**config.mk**
```make
export PLATFORM = sky130hd
export DESIGN_NAME = pim_buf_arbiter
export DESIGN_NICKNAME = d
export VERILOG_FILES = /design/src/rtl/pim_arb_pkg.sv /design/src/rtl/pim_arb_rr2.sv /design/src/rtl/pim_buf_arbiter.sv
export SDC_FILE = /design/constraint.sdc
export NUM_CORES = 1
export LEC_CHECK = 0
export ABC_AREA = 1
export BUFFER_PORTS_ARGS = -buffer_cell sky130_fd_sc_hd__buf_2
export CAP_MARGIN = 20
export CORE_AREA = 2 2 120 122
export DETAILED_ROUTE_END_ITERATION = 12
export DIE_AREA = 0 0 122 124
export GPL_ROUTABILITY_DRIVEN = 0
export GPL_TIMING_DRIVEN = 0
export PLACE_DENSITY_LB_ADDON = 0.12
export SYNTH_ARGS = -nofsm -noshare
export SYNTH_HDL_FRONTEND = slang
export SYNTH_SLANG_ARGS = --single-unit
```
**constraint.sdc**
```tcl
create_clock -name i_clk -period 2 [get_ports i_clk]
set_input_delay 0.1 -clock i_clk [delete_from_list [all_inputs] [get_ports i_clk]]
set_output_delay 0.1 -clock i_clk [all_outputs]
set_load 0.01 [all_outputs]
```
**src/rtl/pim_arb_pkg.sv**
```systemverilog
// Shared types and constants for the core/PIM buffer arbiter.
package pim_arb_pkg;

  localparam int unsigned ADDR_W            = 32;
  localparam int unsigned DATA_W            = 32;
  localparam int unsigned BE_W              = 4;
  localparam int unsigned BEAT_W            = 6;
  localparam int unsigned DEFAULT_MAX_BURST = 16;

  typedef enum logic [1:0] {
    IDLE     = 2'd0,
    CORE     = 2'd1,
    PIM_LOCK = 2'd2
  } arb_state_e;

  typedef enum logic {
    REQ_CORE = 1'b0,
    REQ_PIM  = 1'b1
  } req_id_e;

  typedef struct packed {
    logic              we;
    logic [ADDR_W-1:0] addr;
    logic [DATA_W-1:0] wdata;
    logic [BE_W-1:0]   be;
  } buf_req_t;

endpackage

```
**src/rtl/pim_arb_rr2.sv**
```systemverilog
// Two-way round-robin pick between core and PIM, with optional PIM priority
// while a PIM burst holds the lock.
module pim_arb_rr2
  import pim_arb_pkg::*;
(
  input  logic i_clk,
  input  logic i_rst_n,
  input  logic i_req_core,
  input  logic i_req_pim,
  input  logic i_pim_prio,
  output logic o_gnt_core_c,
  output logic o_gnt_pim_c
);

  req_id_e last_q, last_d;
  logic    gnt_core, gnt_pim;

  // Lone requester always wins; a tie goes to whoever lost most recently.
  always_comb begin
    gnt_core = 1'b0;
    gnt_pim  = 1'b0;
    last_d   = last_q;
    if (i_req_core && i_req_pim) begin
      if (i_pim_prio || (last_q == REQ_CORE)) gnt_pim  = 1'b1;
      else                                    gnt_core = 1'b1;
    end else begin
      gnt_core = i_req_core;
      gnt_pim  = i_req_pim;
    end
    if (gnt_core)     last_d = REQ_CORE;
    else if (gnt_pim) last_d = REQ_PIM;
  end

  always_ff @(posedge i_clk) begin
    if (!i_rst_n) last_q <= REQ_PIM;
    else          last_q <= last_d;
  end

  assign o_gnt_core_c = gnt_core;
  assign o_gnt_pim_c  = gnt_pim;

endmodule

```
**src/rtl/pim_buf_arbiter.sv**
```systemverilog
// Arbitrates a shared buffer between a core port and a burst-capable PIM port;
// grants are same-cycle, read data returns one cycle later.
module pim_buf_arbiter
  import pim_arb_pkg::*;
#(
  parameter int unsigned MEM_ADDR_WIDTH = 15,
  parameter int unsigned MAX_BURST      = DEFAULT_MAX_BURST
) (
  input  logic              i_clk,
  input  logic              i_rst_n,
  input  logic              i_core_req,
  input  logic              i_core_we,
  input  logic [ADDR_W-1:0] i_core_addr,
  input  logic [DATA_W-1:0] i_core_wdata,
  input  logic [BE_W-1:0]   i_core_be,
  output logic              o_core_gnt,
  output logic              o_core_rvalid,
  output logic [DATA_W-1:0] o_core_rdata,
  input  logic              i_pim_req,
  input  logic              i_pim_we,
  input  logic [ADDR_W-1:0] i_pim_addr,
  input  logic [DATA_W-1:0] i_pim_wdata,
  input  logic [BE_W-1:0]   i_pim_be,
  input  logic              i_pim_last,
  output logic              o_pim_gnt,
  output logic              o_pim_rvalid,
  output logic [DATA_W-1:0] o_pim_rdata,
  output logic [ADDR_W-1:0] o_buf_addr,
  output logic [DATA_W-1:0] o_buf_wr_data,
  output logic [BE_W-1:0]   o_buf_size,
  output logic              o_buf_write,
  output logic              o_buf_read,
  input  logic [DATA_W-1:0] i_buf_rd_data
);

  arb_state_e        state_q, state_d;
  logic [BEAT_W-1:0] beat_q, beat_d, beat_inc;
  logic              core_rvalid_q, core_rvalid_d;
  logic              pim_rvalid_q, pim_rvalid_d;
  logic              core_req, pim_req, gnt_core, gnt_pim;
  buf_req_t          core_s, pim_s, sel_s;
  logic              unused_ok;

  // Requests are masked during reset so nothing reaches the buffer.
  assign core_req = i_core_req & i_rst_n;
  assign pim_req  = i_pim_req & i_rst_n;

  pim_arb_rr2 u_rr2 (
    .i_clk        (i_clk),
    .i_rst_n      (i_rst_n),
    .i_req_core   (core_req),
    .i_req_pim    (pim_req),
    .i_pim_prio   (state_q == PIM_LOCK),
    .o_gnt_core_c (gnt_core),
    .o_gnt_pim_c  (gnt_pim)
  );

  assign core_s = '{we: i_core_we, addr: i_core_addr, wdata: i_core_wdata, be: i_core_be};
  assign pim_s  = '{we: i_pim_we, addr: i_pim_addr, wdata: i_pim_wdata, be: i_pim_be};

  // Buffer command mux; idle cycles present an all-zero command.
  always_comb begin
    sel_s       = '0;
    o_buf_write = 1'b0;
    o_buf_read  = 1'b0;
    if (gnt_core)     sel_s = core_s;
    else if (gnt_pim) sel_s = pim_s;
    if (gnt_core || gnt_pim) begin
      o_buf_write = sel_s.we;
      o_buf_read  = ~sel_s.we;
    end
  end

  assign o_buf_addr    = {sel_s.addr[ADDR_W-1:2], 2'b00};
  assign o_buf_wr_data = sel_s.wdata;
  assign o_buf_size    = sel_s.be;

  // Buffer decodes the word address itself; byte offset is dropped here.
  assign unused_ok = ^{sel_s.addr[1:0]} ^ (MEM_ADDR_WIDTH == 0);

  // Next-state: PIM bursts hold the lock until last beat or the beat cap.
  always_comb begin
    state_d       = state_q;
    beat_d        = beat_q;
    beat_inc      = (state_q == PIM_LOCK) ? (beat_q + BEAT_W'(1)) : BEAT_W'(1);
    core_rvalid_d = gnt_core & ~i_core_we;
    pim_rvalid_d  = gnt_pim & ~i_pim_we;
    if (gnt_core) begin
      if (state_q != PIM_LOCK) state_d = CORE;
    end else if (gnt_pim) begin
      if (i_pim_last || (beat_inc >= BEAT_W'(MAX_BURST))) begin
        state_d = IDLE;
        beat_d  = '0;
      end else begin
        state_d = PIM_LOCK;
        beat_d  = beat_inc;
      end
    end else if (state_q != PIM_LOCK) begin
      state_d = IDLE;
    end
  end

  always_ff @(posedge i_clk) begin
    if (!i_rst_n) begin
      state_q       <= IDLE;
      beat_q        <= '0;
      core_rvalid_q <= 1'b0;
      pim_rvalid_q  <= 1'b0;
    end else begin
      state_q       <= state_d;
      beat_q        <= beat_d;
      core_rvalid_q <= core_rvalid_d;
      pim_rvalid_q  <= pim_rvalid_d;
    end
  end

  assign o_core_gnt    = gnt_core;
  assign o_pim_gnt     = gnt_pim;
  assign o_core_rvalid = core_rvalid_q;
  assign o_pim_rvalid  = pim_rvalid_q;
  assign o_core_rdata  = core_rvalid_q ? i_buf_rd_data : '0;
  assign o_pim_rdata   = pim_rvalid_q ? i_buf_rd_data : '0;

endmodule

```
# == Word-level counts from Yosys, hierarchy flattened ==
# Index checks and enable logic that the tools add are counted.
# op_classes
addsub,1
n_lt_le_gt_ge,1
n_eq_ne,3
n_mux,19
bitwise_logic,9
reduce_logical,8
# ops
operator,n
$mux 69,2
$mux 32,2
$mux 6,2
$mux 2,5
$mux 1,8
$add 6x1->6 const B,1
$ge 6x5->1 const B,1
$not 1->1,5
$and 1x1->1,4
$reduce_and 2->1,2
$reduce_bool 2->1,2
$logic_or 1x1->1,3
$eq 2x2->1 const B,1
$ne 2x1->1 const B,1
$ne 2x2->1 const B,1
$logic_and 1x1->1,1
# word_totals
regBits,11
in_bits,175
elab_cells,46

# == Depth between registers and ports, before layout ==
# depth
ltp_word,8
mapped_depth,11
depth_no_buf,10

# == By module ==
# From an unflattened synthesis, not the netlist that was laid out.
# hier_totals
cells_unflattened,300
hier_area_um2,1745.4
# by_module_without_submodules
module,n_inst,cells_each,area_per_inst_um2
pim_buf_arbiter,1,286,1674.1
pim_arb_rr2,1,14,71.3

# == Least setup slack after synthesis ==
# Ideal clock, no wire load.
# synth_timing
path_kind,reg-to-output
start,register state_q[0]
end,output o_buf_read
t_arrival_ps,1145
path_slack_ps,755
path_stages_with_launch,10
path_buffers,0
path_cell_list,dfxtp_1 > inv_1 > nand2_4 > nand2_1 > nand2_1 > nand2_2 > or2_2 > nand2_1 > inv_1 > nor2_1
# synth_via
elab_chain_cells,8
elab_cells_between_ends,11
classes_between,eq/ne: 1; mux: 7; bitwise: 1; reduce/logical: 2
# synth_rtl
item,line,text
from (decl),pim_buf_arbiter.sv:36,"arb_state_e state_q, state_d;"
from (signal assigned),pim_buf_arbiter.sv:110,state_q <= state_d;
$eq 2x2->1 *,pim_buf_arbiter.sv:53,".i_pim_prio (state_q == PIM_LOCK),"
$logic_or 1x1->1 *,pim_arb_rr2.sv:24,if (i_pim_prio || (last_q == REQ_CORE)) gnt_pim = 1'b1;
$mux 1,pim_arb_rr2.sv:24,
$mux 1,pim_arb_rr2.sv:23,if (i_req_core && i_req_pim) begin
$mux 69,pim_buf_arbiter.sv:67,else if (gnt_pim) sel_s = pim_s;
$mux 69,pim_buf_arbiter.sv:66,if (gnt_core) sel_s = core_s;
$not 1->1,pim_buf_arbiter.sv:70,o_buf_read = ~sel_s.we;
$mux 1 *,pim_buf_arbiter.sv:68,if (gnt_core || gnt_pim) begin
to (decl),pim_buf_arbiter.sv:32,"output logic o_buf_read,"
# Mark *: on every way between the ends. The rest lies on a longest branch, timed or not.

# == Worst setup path after layout ==
# layout_timing
start,register state_q[0]
end,output o_buf_addr[31]
# layout_via
elab_chain_cells,6
elab_cells_between_ends,8
classes_between,eq/ne: 1; mux: 6; reduce/logical: 1
# layout_rtl
item,line,text
$eq 2x2->1 *,pim_buf_arbiter.sv:53,
$logic_or 1x1->1 *,pim_arb_rr2.sv:24,
$mux 1,pim_arb_rr2.sv:24,
$mux 1,pim_arb_rr2.sv:23,
$mux 69,pim_buf_arbiter.sv:67,
$mux 69 *,pim_buf_arbiter.sv:66,
to (decl),pim_buf_arbiter.sv:28,"output logic [ADDR_W-1:0] o_buf_addr,"
# Marked as above.

==> results.md <==
* Worst-path maximum fanout at 10
* # IOs at 313
* CP max stage cell: dfxtp_1
* Clock latency on the worst-skew pair at 0.24 ns
* Maximum VDD drop at 0.000209 V
* Initial DRC Count at roughly 120
* Hold_buf cts at 0
* CTS sink count at 11
* Die Ht at 124 um
* Initial antenna violation count at 0
* Pre-antenna DRT Iters at 4
* Ys async rst share at 0
* Die Wd at 122 um
* Instance count of the mapped netlist at between 200 and 300
* Top cells by area, synth: a22o_1, nand2_1, inv_1, dfxtp_1, buf_6
* Critical path's top delay family: buffers and inverters
* Final Cycle Share at 0.849
* WHS Path Cells at 2
* Min Clock Period, post-route at between 1.5 and 2 ns
* Critical Path AT at about 1.6 ns
* Worst hold slack at 0.0552 ns
* PortBufs at 306
* Area growth from synthesis to layout at 106%
* CTS H-tree lvls at 1
* Vias post-DR at between 3,000 and 4,000
* Detailed Route WL at roughly 11 mm
* Synth cell types at 23
* Leakage at between 2 and 3 nW
* Root Driver: clkbuf_16
* FF-to-FF Start: beat_q[0]$_SDFFE_PN0P_
* Overall Global Routing Usage at 0.119
* Max Fclk at approximately 590 MHz
* Worst flop-to-flop path endpoint: beat_q[1]$_SDFFE_PN0P_
* Largest net degree at the start of global routing at 11
* Top-count cell post-synth: nand2_1
* Number of global-route vias before repair at 2,816
* Num rows at 43
* RSZ-0062 raised after global routing: no
* Post-DRT Antenna Nets at 0
* Worst-path cell chain: inv_1 > nand2_4 > nand2_1 > nand2_1 > nand2_2 > inv_2 > buf_2 > a22o_1 > buf_2
* Die area at 15,100 um^2
* Syn. warnings at 0
* Post-CTS setup buffer count at 0
* Post-synthesis sequential area ratio at 0.127
* Clock transition at path regs at around 0.04 ns
* Hold EP: o_pim_rvalid$_SDFF_PN0_
* Share of post-route cells with drive strength above 1 at 0.554
* Max-slew violation count at 0
* TritonCTS buffer count at 3
* Req. time, crit path at 1.90 ns
* Setup TNS at 0 ns
* CP Launch Type: flop
* Synth area leader: a22o_1
* Status: completed
* First-pass GRT wire length at 14.1 mm
* Crit path buf inv count at 4
* Least-Margin Pin Slew at 0.518 ns
* Hold Crit Class: primary input to flop
* Vias/cell at 3.97
* Synth top area share at 0.335
* Post_cts resized at 0
* Setup Viol. Count Final at 0
* Worst Reg-to-Reg Cells at 7
* Antenna diodes at 0
* Max Cap Violations at 0
* Reg2reg setup slack at between 0.5 and 0.6 ns
* HP Start: i_pim_we
* Fin nets at between 700 and 800
* Utilization after layout at 0.260
* Syn Area/Cell at 5.92 um^2
* Initial Util at 0.126
* Post-synth EDFFs at 0
* Cell Area, Synth at between 1500 and 2000 um^2
* CORE AREA at about 14,000 um^2
* CTS tree: yes
* Routed len/inst at 13.6 um
* Power density over the cells at approximately 350 nW/um^2
* Yosys reg bits at 11
* Top FF cell, synth: dfxtp_1
* CTS Buffer Depth at 2
* Worst slew margin at 0.655
* # DRC at 0
* DP Cell Count at 779
* Crit. End Element: output pin
* Crit path kind: flop to output pin
* Total global routing overflow at 0
* Finished Layout Cells at roughly 780
* Dpl hpwl at 9.45 mm
* Critical Path Max Stage Delay at roughly 0.3 ns
* Clk_skew at ~0.00054 ns
* Most frequent cells after synthesis: nand2_1, inv_1, a22o_1
* Final Hold Viols at 0
worst max path at each step:
stage	to	slack, ns	startpoint	depth (start not counted)
finish	o_buf_addr[31]	0.30	state_q[0]$_SDFFE_PN0P_	9
global route	o_buf_addr[31]	0.17	state_q[0]$_SDFFE_PN0P_	9
floorplan	o_buf_read	0.76	state_q[0]$_SDFFE_PN0P_	9
global placement	o_buf_addr[31]	0.52	state_q[0]$_SDFFE_PN0P_	9
detailed placement	o_buf_addr[31]	0.50	state_q[0]$_SDFFE_PN0P_	9
CTS	o_buf_addr[31]	0.24	state_q[0]$_SDFFE_PN0P_	9
power breakdown:
part           switching (mW)  internal [mW]
Clock                   0.106          0.268
Combinational           0.322          0.314
Sequential            0.00871          0.227
Total                   0.437          0.809
worst register-to-register path: cells and delay by family (launching register included):
family,cells,cell delay (ns)
compound gates,2,0.32
simple gates,4,0.35
flops,1,0.43
fa+ha+maj,1,0.25
logic make-up (layout without fill, tap and decap cells):
family | Yosys count | after routing | synth area share
XOR/XNOR | 1 | 1 | 0.00507
other | 1 | 2 | 0.00217
flip-flops | 11 | 11 | 0.127
AO/OA/AOI/OAI | 73 | 73 | 0.357
AND/OR/NAND/NOR | 105 | 105 | 0.251
buffers and inverters | 100 | 410 | 0.250
adder cells (fa/ha/maj) | 1 | 1 | 0.00724
state kept, by name, indices dropped and copies added, names as in the netlist:
name and count:
o_core_rvalid 1, u_rr2.last_q 1, o_pim_rvalid 1, beat_q 6, state_q 2
metal layers:
layer  GRT usage  wire length (um)  vias to the layer above
met4      0.0180                51                        0
met1       0.128              3860                     1355
li1            -                 -                     1551
met2       0.241              5770                      199
met5           0                 0                        -
met3      0.0220               991                        6
final cells by class:
class,count,area [um^2]
multi-input cells,182,1080
repair buffers,306,1530
well taps,180,225
inverters,78,293
clock buffers,4,78.8
fillers,1553,10200
flip-flops and latches,11,220
plain buffers,22,139
per-stage QoR:
| stage | power (mW) | instance area (um^2) | setup WS [ns] |
|---|---|---|---|
| 2_1_floorplan | 0.521 | 1730 | 0.755 |
| 3_5_place_dp | 0.882 | 3490 | 0.501 |
| 4_1_cts | 1.26 | 3570 | 0.240 |
| 5_1_grt | 1.33 | 3570 | 0.171 |
| 6_report | 1.25 | 3570 | 0.301 |
| 3_3_place_gp | 0.881 | 3490 | 0.523 |
cell usage in the layout (no fill, tap or decap), types with 3 or more instances in the layout:
cell type,Yosys,layout
nand4_1,3,3
clkbuf_1,6,7
o21ai_0,5,5
buf_2,9,315
clkbuf_16,0,3
inv_1,76,76
nor2_1,7,7
nand3_1,3,3
buf_6,5,5
dfxtp_1,11,11
nand2_1,86,86
a22o_1,66,66
Note: power is estimated with default switching activity, not from simulation.
